$ cat src/rtl/line_clipper.sv
// line_clipper: Cohen-Sutherland clipper between the AVG line output and the
// rasterizer line queue. Segments arrive in signed CW-bit screen coordinates
// and leave clipped to the window [0,XMAX] x [0,YMAX]. Each intersection uses
// one multiply cycle and a restoring divider. Invisible or zero-intensity
// segments are dropped and counted.
//
// Ports:
//   clk, rst_l                      clock, asynchronous active-low reset
//   in_valid/in_ready               input handshake (ready only when idle)
//   in_start_x/y, in_end_x/y        raw signed endpoints
//   in_intensity                    line intensity (0 means drop)
//   out_valid/out_ready             output handshake, data held until taken
//   out_start_x/y, out_end_x/y      clipped endpoints, always in the window
//   out_intensity                   intensity, passed through
//   busy                            high whenever not idle
//   drop_count                      saturating count of discarded segments
module line_clipper #(
  parameter int CW   = 13,
  parameter int XMAX = 639,
  parameter int YMAX = 479
) (
  input  logic                 clk,
  input  logic                 rst_l,
  input  logic                 in_valid,
  output logic                 in_ready,
  input  logic signed [CW-1:0] in_start_x,
  input  logic signed [CW-1:0] in_start_y,
  input  logic signed [CW-1:0] in_end_x,
  input  logic signed [CW-1:0] in_end_y,
  input  logic [3:0]           in_intensity,
  output logic                 out_valid,
  input  logic                 out_ready,
  output logic signed [CW-1:0] out_start_x,
  output logic signed [CW-1:0] out_start_y,
  output logic signed [CW-1:0] out_end_x,
  output logic signed [CW-1:0] out_end_y,
  output logic [3:0]           out_intensity,
  output logic                 busy,
  output logic [15:0]          drop_count
);

  localparam int PW   = 2 * (CW + 1);
  localparam int CntW = $clog2(CW);

  typedef logic signed [CW-1:0] coord_t;
  typedef logic signed [CW:0]   wide_t;

  localparam coord_t XMaxC = coord_t'(XMAX);
  localparam coord_t YMaxC = coord_t'(YMAX);

  typedef enum logic [2:0] {StIdle, StCode, StMul, StDiv, StUpdate, StOut} state_e;

  // Outcode bits: {top, bottom, right, left}. Points on an edge are inside.
  function automatic logic [3:0] outcode(input coord_t x, input coord_t y);
    outcode = {y[CW-1], (y > YMaxC), (x > XMaxC), x[CW-1]};
  endfunction

  function automatic wide_t sext(input coord_t v);
    sext = {v[CW-1], v};
  endfunction

  state_e            state_q, state_d;
  coord_t            x0_q, y0_q, x1_q, y1_q;
  coord_t            x0_d, y0_d, x1_d, y1_d;
  logic [3:0]        inten_q, inten_d;
  logic [15:0]       drop_q, drop_d;
  logic              move_p0_q, move_p0_d;
  logic              vert_q, vert_d;
  logic              neg_q, neg_d;
  coord_t            edge_q, edge_d;
  logic [CW:0]       rem_q, rem_d;
  logic [CW:0]       quo_q, quo_d;
  logic [CW:0]       den_q, den_d;
  logic [CntW-1:0]   cnt_q, cnt_d;

  // Clip-pass setup datapath, valid while in StMul
  logic [3:0]  c0, c1, code_m;
  logic        move_p0, vert;
  coord_t      xm, ym, edge_v;
  wide_t       dx, dy, delta, mul_a, den;
  logic [PW-1:0] prod, abs_num;
  logic [CW:0] abs_den;

  always_comb begin
    c0      = outcode(x0_q, y0_q);
    c1      = outcode(x1_q, y1_q);
    move_p0 = (c0 != 4'b0000);
    code_m  = move_p0 ? c0 : c1;
    xm      = move_p0 ? x0_q : x1_q;
    ym      = move_p0 ? y0_q : y1_q;
    dx      = sext(x1_q) - sext(x0_q);
    dy      = sext(y1_q) - sext(y0_q);
    vert    = code_m[0] | code_m[1];
    // Edge priority: left, right, top, bottom
    if (code_m[0])      edge_v = '0;
    else if (code_m[1]) edge_v = XMaxC;
    else if (code_m[3]) edge_v = '0;
    else                edge_v = YMaxC;
    delta   = vert ? (sext(edge_v) - sext(xm)) : (sext(edge_v) - sext(ym));
    mul_a   = vert ? dy : dx;
    den     = vert ? dx : dy;
    // Low PW bits of the wrapped product equal the signed product
    prod    = {{(CW + 1){mul_a[CW]}}, mul_a} * {{(CW + 1){delta[CW]}}, delta};
    abs_num = prod[PW-1] ? (~prod + 1'b1) : prod;
    abs_den = den[CW] ? (~den + 1'b1) : den;
  end

  // One restoring step; shared by StDiv and the final bit taken in StUpdate.
  // The quotient fits in CW+1 bits, so the upper half of |num| starts below den.
  logic [CW+1:0] trial;
  logic          ge;
  logic [CW:0]   diff, rem_step, quo_step;
  coord_t        q_lo, q_s, mov_other, new_other;

  always_comb begin
    trial     = {rem_q, quo_q[CW]};
    ge        = (trial >= {1'b0, den_q});
    diff      = trial[CW:0] - den_q;
    rem_step  = ge ? diff : trial[CW:0];
    quo_step  = {quo_q[CW-1:0], ge};
    q_lo      = quo_step[CW-1:0];
    q_s       = neg_q ? (~q_lo + 1'b1) : q_lo;
    if (vert_q) mov_other = move_p0_q ? y0_q : y1_q;
    else        mov_other = move_p0_q ? x0_q : x1_q;
    // Result lies inside the window, so CW-bit wraparound is harmless
    new_other = mov_other + q_s;
  end

  always_comb begin
    state_d   = state_q;
    x0_d      = x0_q;
    y0_d      = y0_q;
    x1_d      = x1_q;
    y1_d      = y1_q;
    inten_d   = inten_q;
    drop_d    = drop_q;
    move_p0_d = move_p0_q;
    vert_d    = vert_q;
    neg_d     = neg_q;
    edge_d    = edge_q;
    rem_d     = rem_q;
    quo_d     = quo_q;
    den_d     = den_q;
    cnt_d     = cnt_q;
    unique case (state_q)
      StIdle: begin
        if (in_valid) begin
          x0_d    = in_start_x;
          y0_d    = in_start_y;
          x1_d    = in_end_x;
          y1_d    = in_end_y;
          inten_d = in_intensity;
          state_d = StCode;
        end
      end
      StCode: begin
        if ((inten_q == 4'd0) || ((c0 & c1) != 4'b0000)) begin
          drop_d  = (drop_q == 16'hFFFF) ? drop_q : drop_q + 16'd1;
          state_d = StIdle;
        end else if ((c0 | c1) == 4'b0000) begin
          state_d = StOut;
        end else begin
          state_d = StMul;
        end
      end
      StMul: begin
        move_p0_d = move_p0;
        vert_d    = vert;
        edge_d    = edge_v;
        neg_d     = prod[PW-1] ^ den[CW];
        rem_d     = abs_num[PW-1:CW+1];
        quo_d     = abs_num[CW:0];
        den_d     = abs_den;
        cnt_d     = CntW'(CW - 1);
        state_d   = StDiv;
      end
      StDiv: begin
        rem_d = rem_step;
        quo_d = quo_step;
        if (cnt_q == '0) state_d = StUpdate;
        else             cnt_d   = cnt_q - 1'b1;
      end
      StUpdate: begin
        // Last quotient bit is resolved here alongside the endpoint write
        if (move_p0_q) begin
          if (vert_q) begin x0_d = edge_q; y0_d = new_other; end
          else        begin y0_d = edge_q; x0_d = new_other; end
        end else begin
          if (vert_q) begin x1_d = edge_q; y1_d = new_other; end
          else        begin y1_d = edge_q; x1_d = new_other; end
        end
        state_d = StCode;
      end
      StOut: begin
        if (out_ready) state_d = StIdle;
      end
      default: state_d = StIdle;
    endcase
  end

  always_ff @(posedge clk or negedge rst_l) begin
    if (!rst_l) begin
      state_q   <= StIdle;
      x0_q      <= '0;
      y0_q      <= '0;
      x1_q      <= '0;
      y1_q      <= '0;
      inten_q   <= '0;
      drop_q    <= '0;
      move_p0_q <= 1'b0;
      vert_q    <= 1'b0;
      neg_q     <= 1'b0;
      edge_q    <= '0;
      rem_q     <= '0;
      quo_q     <= '0;
      den_q     <= '0;
      cnt_q     <= '0;
    end else begin
      state_q   <= state_d;
      x0_q      <= x0_d;
      y0_q      <= y0_d;
      x1_q      <= x1_d;
      y1_q      <= y1_d;
      inten_q   <= inten_d;
      drop_q    <= drop_d;
      move_p0_q <= move_p0_d;
      vert_q    <= vert_d;
      neg_q     <= neg_d;
      edge_q    <= edge_d;
      rem_q     <= rem_d;
      quo_q     <= quo_d;
      den_q     <= den_d;
      cnt_q     <= cnt_d;
    end
  end

  assign in_ready      = (state_q == StIdle);
  assign out_valid     = (state_q == StOut);
  assign busy          = (state_q != StIdle);
  assign out_start_x   = x0_q;
  assign out_start_y   = y0_q;
  assign out_end_x     = x1_q;
  assign out_end_y     = y1_q;
  assign out_intensity = inten_q;
  assign drop_count    = drop_q;

endmodule

$ cat config.mk
export PLATFORM = sky130hd
export DESIGN_NAME = line_clipper
export DESIGN_NICKNAME = d
export VERILOG_FILES = /design/src/rtl/line_clipper.sv
export SDC_FILE = /design/constraint.sdc
export NUM_CORES = 1
export LEC_CHECK = 0
export BUFFER_PORTS_ARGS = -buffer_cell sky130_fd_sc_hd__buf_2
export CORE_MARGIN = 10
export CORE_UTILIZATION = 64
export CTS_BUF_LIST = sky130_fd_sc_hd__clkbuf_4
export CTS_CLUSTER_DIAMETER = 80
export DETAILED_ROUTE_END_ITERATION = 10
export PLACE_DENSITY_LB_ADDON = 0.3
export SLEW_MARGIN = 20
export SYNTH_ARGS = -nofsm -noshare
export SYNTH_HDL_FRONTEND = slang
export SYNTH_SLANG_ARGS = --single-unit
$ cat constraint.sdc
create_clock -name clk -period 12.7 [get_ports clk]
set_input_delay 1.27 -clock clk [delete_from_list [all_inputs] [get_ports clk]]
set_output_delay 1.27 -clock clk [all_outputs]
set_load 0.01 [all_outputs]
Yosys cells after proc, flatten, opt, wreduce, memory -nomap -nowiden
Index checks and enable logic that the tools add are counted.
{"block": "totals", "register_bits": 137, "out_inout_bits": 75, "wordCells": 108, "input_bits": 60}
{"block": "classes", "order_cmp": 5, "n_mul": 1, "muxes": 40, "bitwise": 8, "add_sub_neg": 11, "n_reduce_logical": 16, "eq_ne": 12}
{"cell": "$mux 13", "n": 16}
{"cell": "$pmux 13 s2", "n": 4}
{"cell": "$mux 14", "n": 5}
{"cell": "$pmux 14 s2", "n": 2}
{"cell": "$sub 13x13->14", "n": 4}
{"cell": "$add 28x1->28 const B", "n": 1}
{"cell": "$mul 14x14->28", "n": 1}
{"cell": "$mux 28", "n": 1}
{"cell": "$not 28->28", "n": 1}
{"cell": "$gt 13x10->1 const B", "n": 2}
{"cell": "$gt 13x11->1 const B", "n": 2}
{"cell": "$mux 10", "n": 2}
{"cell": "$pmux 3 s6", "n": 1}
{"cell": "$add 16x1->16 const B", "n": 1}
{"cell": "$eq 16x16->1 const B", "n": 1}
{"cell": "$ge 15x14->1", "n": 1}
{"cell": "$mux 3", "n": 5}
{"cell": "$add 14x1->14 const B", "n": 1}
{"cell": "$not 14->14", "n": 1}
{"cell": "$sub 14x14->14", "n": 1}
{"cell": "$add 13x1->13 const B", "n": 1}
{"cell": "$add 13x13->13", "n": 1}
{"cell": "$not 13->13", "n": 1}
{"cell": "$logic_not 4->1", "n": 3}
{"cell": "21 further kinds", "n": 34}

Longest topological paths before layout
Gate-level depths: netlist of the first run.
{"block": "logic_depth", "ltp_word": 13, "mapped_depth": 43, "mapped_depth_nobuf": 37}

Worst setup path before layout of the first run
Ideal clock, no wire load.
{"block": "synth_path", "kind": "reg2reg", "start": "register x1_q[8] (netlist: out_end_x[8])", "end": "register rem_q[12]", "path_buffers": 6, "period_less_slack_ns": 10.794, "stages_incl_launch_ff": 40, "required_ns": 12.571, "arrival_ns": 10.665, "path_slack_ns": 1.906, "setup_ns": 0.129, "path_cell_list": "dfrtp_1 -> o21a_1 -> or4_4 -> a21oi_2 -> buf_4 -> clkbuf_1 -> clkbuf_1 -> buf_1 -> clkbuf_1 -> nand2_1 -> nand3_1 -> o21ai_0 -> ha_1 -> a21oi_1 -> o41a_1 -> a2111oi_4 -> nor2_1 -> a311oi_4 -> [4 not listed] -> inv_1 -> fa_1 -> fa_1 -> fa_1 -> inv_1 -> fa_1 -> inv_1 -> ha_1 -> a21o_1 -> or3_1 -> a311oi_1 -> o221ai_1 -> nand2_1 -> a2bb2oi_1 -> or4_1 -> o41ai_1 -> xor2_1 -> o21ai_1"}
{"block": "synth_between", "elab_chain_len": 11, "elab_cells_between_ends": 16, "cone_classes": "4 x add/sub; 1 x mul; 1 x order compare; 8 x mux; 2 x bitwise"}
{"element": "start, declared", "line_no": "63", "text": "coord_t x0_q, y0_q, x1_q, y1_q;"}
{"element": "start signal, assigned", "line_no": "206", "text": "x1_q <= '0;"}
{"element": "start signal, assigned", "line_no": "222", "text": "x1_q <= x1_d;"}
{"element": "$gt 13x11->1", "line_no": "55", "text": "outcode = {y[CW-1], (y > YMaxC), (x > XMaxC), x[CW-1]};"}
{"element": "$mux 4", "line_no": "88", "text": "code_m = move_p0 ? c0 : c1;"}
{"element": "$mux 10", "line_no": "96", "text": "else if (code_m[1]) edge_v = XMaxC;"}
{"element": "$mux 10", "line_no": "95", "text": "if (code_m[0]) edge_v = '0;"}
{"element": "$sub 13x13->14", "line_no": "99", "text": "delta = vert ? (sext(edge_v) - sext(xm)) : (sext(edge_v) - sext(ym));"}
{"element": "$mux 14", "line_no": "99"}
{"element": "$mul 14x14->28 (*)", "line_no": "103", "text": "prod = {{(CW + 1){mul_a[CW]}}, mul_a} * {{(CW + 1){delta[CW]}}, delta};"}
{"element": "$not 28->28", "line_no": "104", "text": "abs_num = prod[PW-1] ? (~prod + 1'b1) : prod;"}
{"element": "$add 28x1->28", "line_no": "104"}
{"element": "$mux 28 (*)", "line_no": "104"}
{"element": "$pmux 14 s2 (*)", "line_no": "145", "text": "unique case (state_q)"}
{"element": "end signal, assigned", "line_no": "230", "text": "rem_q <= rem_d;"}
{"element": "end, declared", "line_no": "71", "text": "logic [CW:0] rem_q, rem_d;"}
Every way passes the cells marked *; elsewhere a longest branch is shown, timed or not.
A chain may end at the register's enable or synchronous reset.

Final worst setup path of the first run
{"block": "layout_path", "start": "register x0_q[12] (netlist: out_start_x[12])", "end": "register rem_q[12]"}
{"block": "layout_between", "elab_chain_len": 13, "elab_cells_between_ends": 19, "cone_classes": "4 x add/sub; 1 x mul; 1 x order compare; 10 x mux; 2 x bitwise; 1 x reduce/logical"}
{"element": "start, declared", "line_no": "63"}
{"element": "start signal, assigned", "line_no": "204", "text": "x0_q <= '0;"}
{"element": "start signal, assigned", "line_no": "220", "text": "x0_q <= x0_d;"}
{"element": "$gt 13x11->1", "line_no": "55"}
{"element": "$reduce_bool 4->1", "line_no": "87", "text": "move_p0 = (c0 != 4'b0000);"}
{"element": "$mux 4", "line_no": "88"}
{"element": "$mux 9", "line_no": "97", "text": "else if (code_m[3]) edge_v = '0;"}
{"element": "$mux 10", "line_no": "96"}
{"element": "$mux 10", "line_no": "95"}
{"element": "$sub 13x13->14", "line_no": "99"}
{"element": "$mux 14", "line_no": "99"}
{"element": "$mul 14x14->28 (*)", "line_no": "103"}
{"element": "$not 28->28", "line_no": "104"}
{"element": "$add 28x1->28", "line_no": "104"}
{"element": "$mux 28 (*)", "line_no": "104"}
{"element": "$pmux 14 s2 (*)", "line_no": "145"}
Marks and branches as above.

==> results of run 1 <==
metrics by stage:
step | std cells | hold slack (ns) | area [um2] | setup slack [ns] | utilization
detailed placement | 2725 | 0.475 | 20000 | 1.68 | 0.688
finish | 2757 | 0.494 | 20300 | 1.59 | 0.700
global placement | 2725 | 0.463 | 20000 | 1.61 | 0.688
CTS | 2756 | 0.495 | 20300 | 1.64 | 0.699
global route | 2757 | 0.527 | 20300 | 0.911 | 0.700
floorplan | 2281 | 0.450 | 19000 | 1.91 | -
cell type report:
class / count / share of cell area
repair buffers: 157 / 0.0416
clock inverters: 14 / 0.00893
multi-input cells: 1746 / 0.705
inverters: 311 / 0.0575
diodes: 1 / 0.000123
clock buffers: 17 / 0.00628
well taps: 384 / 0.0237
flip-flops and latches: 127 / 0.156
synthesized netlist by cell type (33+ instances only):
cell type	instances	area share
sky130_fd_sc_hd__xor2_1	43	0.020
sky130_fd_sc_hd__xnor2_1	88	0.041
sky130_fd_sc_hd__and2_1	38	0.013
sky130_fd_sc_hd__clkbuf_1	79	0.016
sky130_fd_sc_hd__nand3_1	53	0.014
sky130_fd_sc_hd__a21oi_1	109	0.029
sky130_fd_sc_hd__o21ai_0	111	0.029
sky130_fd_sc_hd__fa_1	201	0.21
sky130_fd_sc_hd__nor2b_1	36	0.012
sky130_fd_sc_hd__ha_1	136	0.090
sky130_fd_sc_hd__nor2_1	148	0.029
sky130_fd_sc_hd__a21o_1	33	0.013
sky130_fd_sc_hd__nand2_1	289	0.057
sky130_fd_sc_hd__nor3_1	46	0.012
sky130_fd_sc_hd__inv_1	309	0.061
sky130_fd_sc_hd__dfrtp_1	127	0.17
state kept, by name, indices dropped and copies added (netlist names), 3 cells and up:
signal,cells
cnt_q,4
den_q,14
drop_count,16
edge_q,3
out_end_x,13
out_end_y,13
out_intensity,4
out_start_x,13
out_start_y,13
quo_q,14
rem_q,14
state_q,3
path summary, 6_finish.rpt:
| check | startpoint | end | depth (start not counted) |
|---|---|---|---|
| worst max-delay path | out_start_x[12]$_DFFE_PN0P_ | rem_q[12]$_DFFE_PN0P_ | 32 |
| worst min-delay path | drop_count[10]$_DFFE_PN0P_ | drop_count[10]$_DFFE_PN0P_ | 1 |
| worst max register to register | out_start_x[12]$_DFFE_PN0P_ | rem_q[12]$_DFFE_PN0P_ | 32 |
| worst min register to register | drop_count[10]$_DFFE_PN0P_ | drop_count[10]$_DFFE_PN0P_ | 1 |
| max in group asynchronous | rst_l | out_end_x[6]$_DFFE_PN0P_ | 2 |
| min in group asynchronous | rst_l | drop_count[11]$_DFFE_PN0P_ | 1 |
kinds of logic after synthesis:
| logic type | Yosys count |
|---|---|
| simple gates | 740 |
| xor+xnor | 131 |
| compound gates | 483 |
| fa+ha+maj | 338 |
| buf+inv | 408 |
| mux | 54 |
| flops | 127 |
worst reg2reg max path: cells and delay by family (launching register included):
| kind | cells | cell delay, ns |
|---|---|---|
| XOR/XNOR | 2 | 0.33 |
| flip-flops | 1 | 0.59 |
| buffers and inverters | 5 | 0.74 |
| AND/OR/NAND/NOR | 5 | 2.26 |
| AO/OA/AOI/OAI | 12 | 3.22 |
| adder cells (fa/ha/maj) | 8 | 3.84 |
per-layer routing:
layer  vias up  wire length (um)  GRT usage
met3       108              5800     0.0686
met4         0              1320     0.0775
met5         -                 0          0
met2       903             25300      0.481
li1       7822                 -          -
met1      8341             23000      0.421
cells in the final DEF (no fill, tap or decap), types with 24 or more instances in the layout:
master / Yosys / routed
sky130_fd_sc_hd__nand3_1: 53 / 53
sky130_fd_sc_hd__nor2b_1: 36 / 36
sky130_fd_sc_hd__nor3_1: 46 / 46
sky130_fd_sc_hd__buf_2: 8 / 133
sky130_fd_sc_hd__buf_4: 1 / 24
sky130_fd_sc_hd__a31oi_1: 30 / 30
sky130_fd_sc_hd__and3_1: 30 / 30
sky130_fd_sc_hd__o21ai_0: 111 / 111
sky130_fd_sc_hd__a21oi_1: 109 / 107
sky130_fd_sc_hd__inv_1: 309 / 309
sky130_fd_sc_hd__fa_1: 201 / 201
sky130_fd_sc_hd__mux2i_1: 30 / 30
sky130_fd_sc_hd__xor2_1: 43 / 43
sky130_fd_sc_hd__and2_1: 38 / 38
sky130_fd_sc_hd__dfrtp_1: 127 / 127
sky130_fd_sc_hd__nor2_1: 148 / 145
sky130_fd_sc_hd__o31ai_1: 30 / 30
sky130_fd_sc_hd__ha_1: 136 / 136
sky130_fd_sc_hd__xnor2_1: 88 / 87
sky130_fd_sc_hd__nand2_1: 289 / 289
sky130_fd_sc_hd__a21o_1: 33 / 33
sky130_fd_sc_hd__o211ai_1: 25 / 25
==> flow_results.org, run 1 <==
** Status
- The run finished with clean final reports.

** Critical path
- Worst path arrival time :: 11.57 ns
- In this design, the critical path's most frequently occurring cell is sky130_fd_sc_hd__fa_1.
- The slowest stage of the critical path belongs to the cell sky130_fd_sc_hd__or4_1.
- At the worst endpoint, the required time is between 10 and 15 ns.
- The worst register-to-register path has a setup slack of between 1.5 and 2 ns.
- CP max stage delay :: around 0.7 ns
- Along the worst path, the maximum fanout reaches 49.
- STA classifies the critical path endpoint as a flip-flop.
- The number of buffers and inverters on the critical path is 5.
- STA classifies the critical path startpoint as a flip-flop.
- Family with the most delay on the worst path :: adder cells
- WS Path Type :: flip-flop to flip-flop

** Yosys
- Synth Area in Compound Gates :: 0.167
- Adder-cell area share of the yosys netlist :: 0.302
- Avg Cell Area, Syn :: ~8.3 um2
- Yosys printed 0 warnings.
- Syn Nets :: 2678
- Netlist Area Pre-Place :: 19000 um2
- Of the total synthesized cell area, the portion taken by AND, OR, NAND and NOR gates is 0.183.
- Ys flop type :: sky130_fd_sc_hd__dfrtp_1
- Number of register bits inferred by synthesis :: approximately 130
- After technology mapping, the gate count stands at 2281.
- Sequential area share after synthesis :: 0.167
- Combinational family with the most area after synthesis :: adder cells
- Yosys mapped the design onto 83 distinct sky130hd cell types.
- Yosys mapped a number of flops with a built-in enable equal to 0.
- Of the total synthesized cell area, the portion taken by XOR and XNOR cells is 0.0604.
- Of all flip-flops after synthesis, the portion carrying an async set or reset was 1.00.
- Multiplexer fraction of the synthesized cell area :: 0.0379

** Global routing
- In the global route stage, overall resource usage came out at 0.306.
- Wire length of the first global-routing pass :: 90300 um
- Number of antenna violations at the first check in global routing :: 1
- Pin count of the biggest net entering global routing :: between 60 and 70
- Global-route congestion overflow total :: 0
- The number of global-route vias before repair is 16800.

** Clocking
- Buffers inserted to repair hold after CTS numbered 0.
- The later pin in the worst-skew pair is clocked with a latency of 0.59 ns.
- The H-tree was split into 4 levels.
- Number of cells upsized or downsized after cts :: 0
- CTS saw 127 sinks.
- The clock passes through at most 2 buffers.
- TritonCTS clock tree :: built
- Clock-pin slew reported for the worst setup and hold paths after clock tree synthesis :: 0.13 ns
- After clock tree synthesis, the setup repair step added 0 buffers.
- Clock tree synthesis selected as its root buffer the cell sky130_fd_sc_hd__clkbuf_4.
- Total CTS buffers :: 17

** Timing
- The final-report max-slew violation count came to 0.
- Dividing the final minimum period by the clock period gives 0.875.
- Headroom to the max-slew limit :: 0.207
- The hold violation total from the final report was 0.
- Slew at the pin closest to its max-slew limit :: 1.19 ns
- Across the routed clock network, the largest skew measured is 0.0312 ns.
- Summed over all failing endpoints, the final setup total negative slack is 0 ns.
- Final critical delay including setup and external delays :: 11.11 ns
- Fmax :: 0.0900 GHz
- Number of endpoints failing setup at the final stage :: 0
- RSZ-0062 raised after global routing :: no

** Layout
- The final layout contains between 2000 and 3000 nets.
- Area used by sequential logic in the layout :: ~3200 um2
- Syn-to-layout area delta :: 6.99%
- After filler insertion, the fill cell instance count of the layout stands at 2382.
- Summing all multi-input logic gate instances after layout gives 14300 um2.
- Share of post-route cells with drive strength above 1 :: 0.110

** Placed design
- After legalization and detailed placement, the total HPWL measured 44700 um.
- The congestion estimate from routability-driven global placement came to around 1.0.
- Number of input and output port buffers inserted :: 134

** Detailed routing
- First-pass DRT Iterations :: 6
- Count of unresolved DRC violations after routing :: 0
- Dividing the detail-routed via count by the number of cells gives between 6 and 7.
- The first routing iteration left 1785 violations.
- Per-cell routed wire length :: between 20 and 25 um
- For this block, the routed nets add up to 55300 um of wire.
- The routed layout has 17200 vias.
- The count of nets left with antenna violations once routing finished came out at 0.

** Die
- DIE AREA :: roughly 37000 um2
- The total area inside the core boundary comes to 29000 um2.
- The floorplan has 62 rows.
- From bottom edge to top edge, the die measures 192 um.
- The initial utilization of the core area, before any placement, comes to 0.654.
- I/O pins :: ~140
- Die extent in x :: 192 um

** Flow run
- Max-cap violations in this run came to 0.

** Worst hold path
- Hold Crit Class :: flip-flop to flip-flop
Power of run 1 is not shown: default switching activity piles up to over one toggle a cycle in this logic, so the estimate is an artifact.
==> inputs of run 2 (changes only) <==
CORE_MARGIN = not set   (was 10)
CTS_CLUSTER_DIAMETER = 50   (was 80)
PLACE_DENSITY = 0.86   (was not set)
PLACE_DENSITY_LB_ADDON = not set   (was 0.3)
==> flow_results.org, run 2 (synthesis gave the netlist of run 1 again) <==
** Status
- The flow ran to the end, and the final reports show no timing, DRC or antenna violations.

** Timing
- Based on the critical path, the design can be clocked at up to a little over 0.09 GHz.
- RSZ-0062 raised after global routing :: no
- Final setup skew :: between 0.02 and 0.03 ns
- Final critical delay including setup and external delays :: 10.96 ns
- The hold violation total from the final report came to 0.
- At the pin with the least slew margin, the transition time is about 1.2 ns.
- Hold timing on the final database bottoms out at a slack of 0.493 ns.
- Headroom to the max-slew limit :: 0.214
- Of the available clock period, the critical path in the final layout requires 0.863.
- Setup total negative slack on the finished layout was measured at 0 ns.
- The final-report max-slew violation count came to 0.
- Setup violations remaining at the end of the flow were counted as 0.

** Die
- The core region is 28900 um2.
- Core Rows :: 62
- Initial Util :: 0.656
- The die covers just over 30000 um2.
- between 100 and 150 I/O pins were placed.
- Y dimension of the die :: 174 um
- From left edge to right edge, the die measures 174 um.

** Detailed routing
- The routed layout has 17400 vias.
- Per-cell routed wire length :: 19.8 um
- Before antenna repair, the detailed router went through 5 iterations.
- Residual antenna-violating net count after detailed routing :: 0
- Count of unresolved DRC violations after routing :: 0
- In the routed layout, each cell is associated on average with a via count of 6.30.
- 1st-iter DRT viols :: 2038
- Sum of routed wire length over all layers :: 54700 um

** Layout
- Count of nets after finishing :: around 2800
- Number of flip-flops under the largest register name :: 16
- The library cell used most frequently in the layout, excluding fill and tap cells, is sky130_fd_sc_hd__inv_1.
- Most frequent cells in the layout :: sky130_fd_sc_hd__inv_1 (309), sky130_fd_sc_hd__nand2_1 (289), sky130_fd_sc_hd__fa_1 (201)
- Of the cells placed in the final design, the portion with a size suffix greater than 1 is 0.109.
- Relative to the synthesized area, the layout overhead comes to 6.78%.

** Critical path
- CP max stage delay :: around 0.83 ns
- STA classifies the critical path startpoint as a flip-flop.
- Crit Reg-Reg Endpoint :: rem_q[12]$_DFFE_PN0P_
- In this run the critical register-to-register path is launched from out_start_x[12]$_DFFE_PN0P_.
- Type of element capturing the critical path :: flip-flop
- Sum of buffers and inverters on the critical path :: 4
- WS Path Type :: flip-flop to flip-flop
- At the worst endpoint, the required time is 13.16 ns.
- Worst reg2reg setup slack :: 1.74 ns
- For this design, the slowest cell found on the critical path is sky130_fd_sc_hd__xnor2_1.
- Data arrives at the worst endpoint at 11.43 ns.
- Along the worst path, the maximum fanout reaches 49.
- Critical path's most frequent cell :: sky130_fd_sc_hd__fa_1
- The worst register-to-register path has a depth of 32.
- Broken down by cell family, the worst path's largest delay share belongs to adder cells.

** Global routing
- The first global-routing pass estimated 88900 um of wire.
- The total overflow left after global routing is 0.
- Entering global routing, the biggest net connects 72 pins.
- The number of global-route vias before repair was 17000.
- Number of antenna violations at the first check in global routing :: 1
- For this run, the total global-route usage over all layers was measured as 0.369.

** Worst hold path
- Hold Path Depth :: 2
- The startpoint identified for the worst hold timing path is den_q[2]$_DFFE_PN0P_.
- For hold timing, the worst endpoint is den_q[2]$_DFFE_PN0P_.
- Hold Crit Class :: flip-flop to flip-flop

** Clocking
- Total CTS buffers :: 17
- Buffers added to address setup during post-CTS repair amount to 0.
- Clock latency on the worst-skew pair, taken at its later pin, is just under 0.6 ns.
- Number of cells upsized or downsized after cts :: 0
- After clock tree synthesis, the clock-pin slew on the worst setup and hold paths is 0.12 ns.
- Root buf cell :: sky130_fd_sc_hd__clkbuf_4
- TritonCTS clock tree :: built
- Clock tree synthesis found a total of about 130 sinks.
- CTS H-tree depth :: 4
- Buffers inserted to repair hold after CTS numbered 0.
- The clock passes through at most 2 buffers.

** Placed design
- Detailed placement finished with a half-perimeter wire length of 43900 um.
- Port buffering added ~130 buffers.
- At the end of routability-driven placement, the weighted congestion stood at 0.998.

** Flow run
- Max-capacitance violation count :: 0
[run 2: cell types whose count changed in the layout (fill, tap and decap cells not counted), moves of 2 or more]
cell | previous run | this run
sky130_fd_sc_hd__clkinv_2 | 1 | 3
sky130_fd_sc_hd__buf_4 | 24 | 26
sky130_fd_sc_hd__clkinv_4 | 3 | 1
sky130_fd_sc_hd__clkinv_1 | 1 | 3
[run 2: cell type report]
class | count | area, um2
sequential | 127 | 3180
fill | 2299 | 8660
tap | 384 | 480
inverter | 311 | 1170
timing repair buffer | 159 | 861
clock inverter | 14 | 141
antenna | 1 | 2.50
clock buffer | 17 | 128
multi-input combinational | 1746 | 14300
[run 2: worst register-to-register path, delay by kind of cell, from the launching register on]
kind                       cells  cell delay (ns)
AOI/OAI and AO/OA             10             2.51
xor gates and xnor gates       3             1.19
adders and majority gates      8             3.88
buffers and inverters          4             0.68
DFF                            1             0.60
and+or+nand+nor                7             1.98
[run 2: how the worst max path moves through the flow]
stage | startpoint | end | slack, ns | depth (start not counted)
floorplan | out_end_x[8]$_DFFE_PN0P_ | rem_q[12]$_DFFE_PN0P_ | 1.91 | 39
global placement | out_start_x[1]$_DFFE_PN0P_ | rem_q[6]$_DFFE_PN0P_ | 1.95 | 32
detailed placement | out_start_x[1]$_DFFE_PN0P_ | rem_q[11]$_DFFE_PN0P_ | 1.59 | 31
CTS | out_start_x[1]$_DFFE_PN0P_ | rem_q[11]$_DFFE_PN0P_ | 1.56 | 31
global route | out_start_x[12]$_DFFE_PN0P_ | rem_q[11]$_DFFE_PN0P_ | 0.94 | 32
finish | out_start_x[12]$_DFFE_PN0P_ | rem_q[12]$_DFFE_PN0P_ | 1.74 | 32
[run 2: metrics by stage]
| stage | util | cells | setup slack, ns | cell area, um2 |
|---|---|---|---|---|
| final | 0.701 | 2759 | 1.74 | 20300 |
| after global routing | 0.701 | 2759 | 0.940 | 20300 |
| after CTS | 0.700 | 2758 | 1.56 | 20300 |
| after detailed placement | 0.691 | 2727 | 1.59 | 20000 |
| after global placement | 0.691 | 2727 | 1.95 | 20000 |
| after floorplan | - | 2281 | 1.91 | 19000 |
[run 2: per-layer routing]
| metal | share of wire | vias to the layer above | wire length (um) | GRT usage |
|---|---|---|---|---|
| met5 | 0 | - | 0 | 0 |
| met3 | 0.11 | 117 | 5910 | 0.0744 |
| met2 | 0.45 | 984 | 24700 | 0.577 |
| met1 | 0.41 | 8455 | 22700 | 0.520 |
| li1 | - | 7834 | - | - |
| met4 | 0.024 | 0 | 1330 | 0.107 |
Power of run 2 is left out for the same reason.
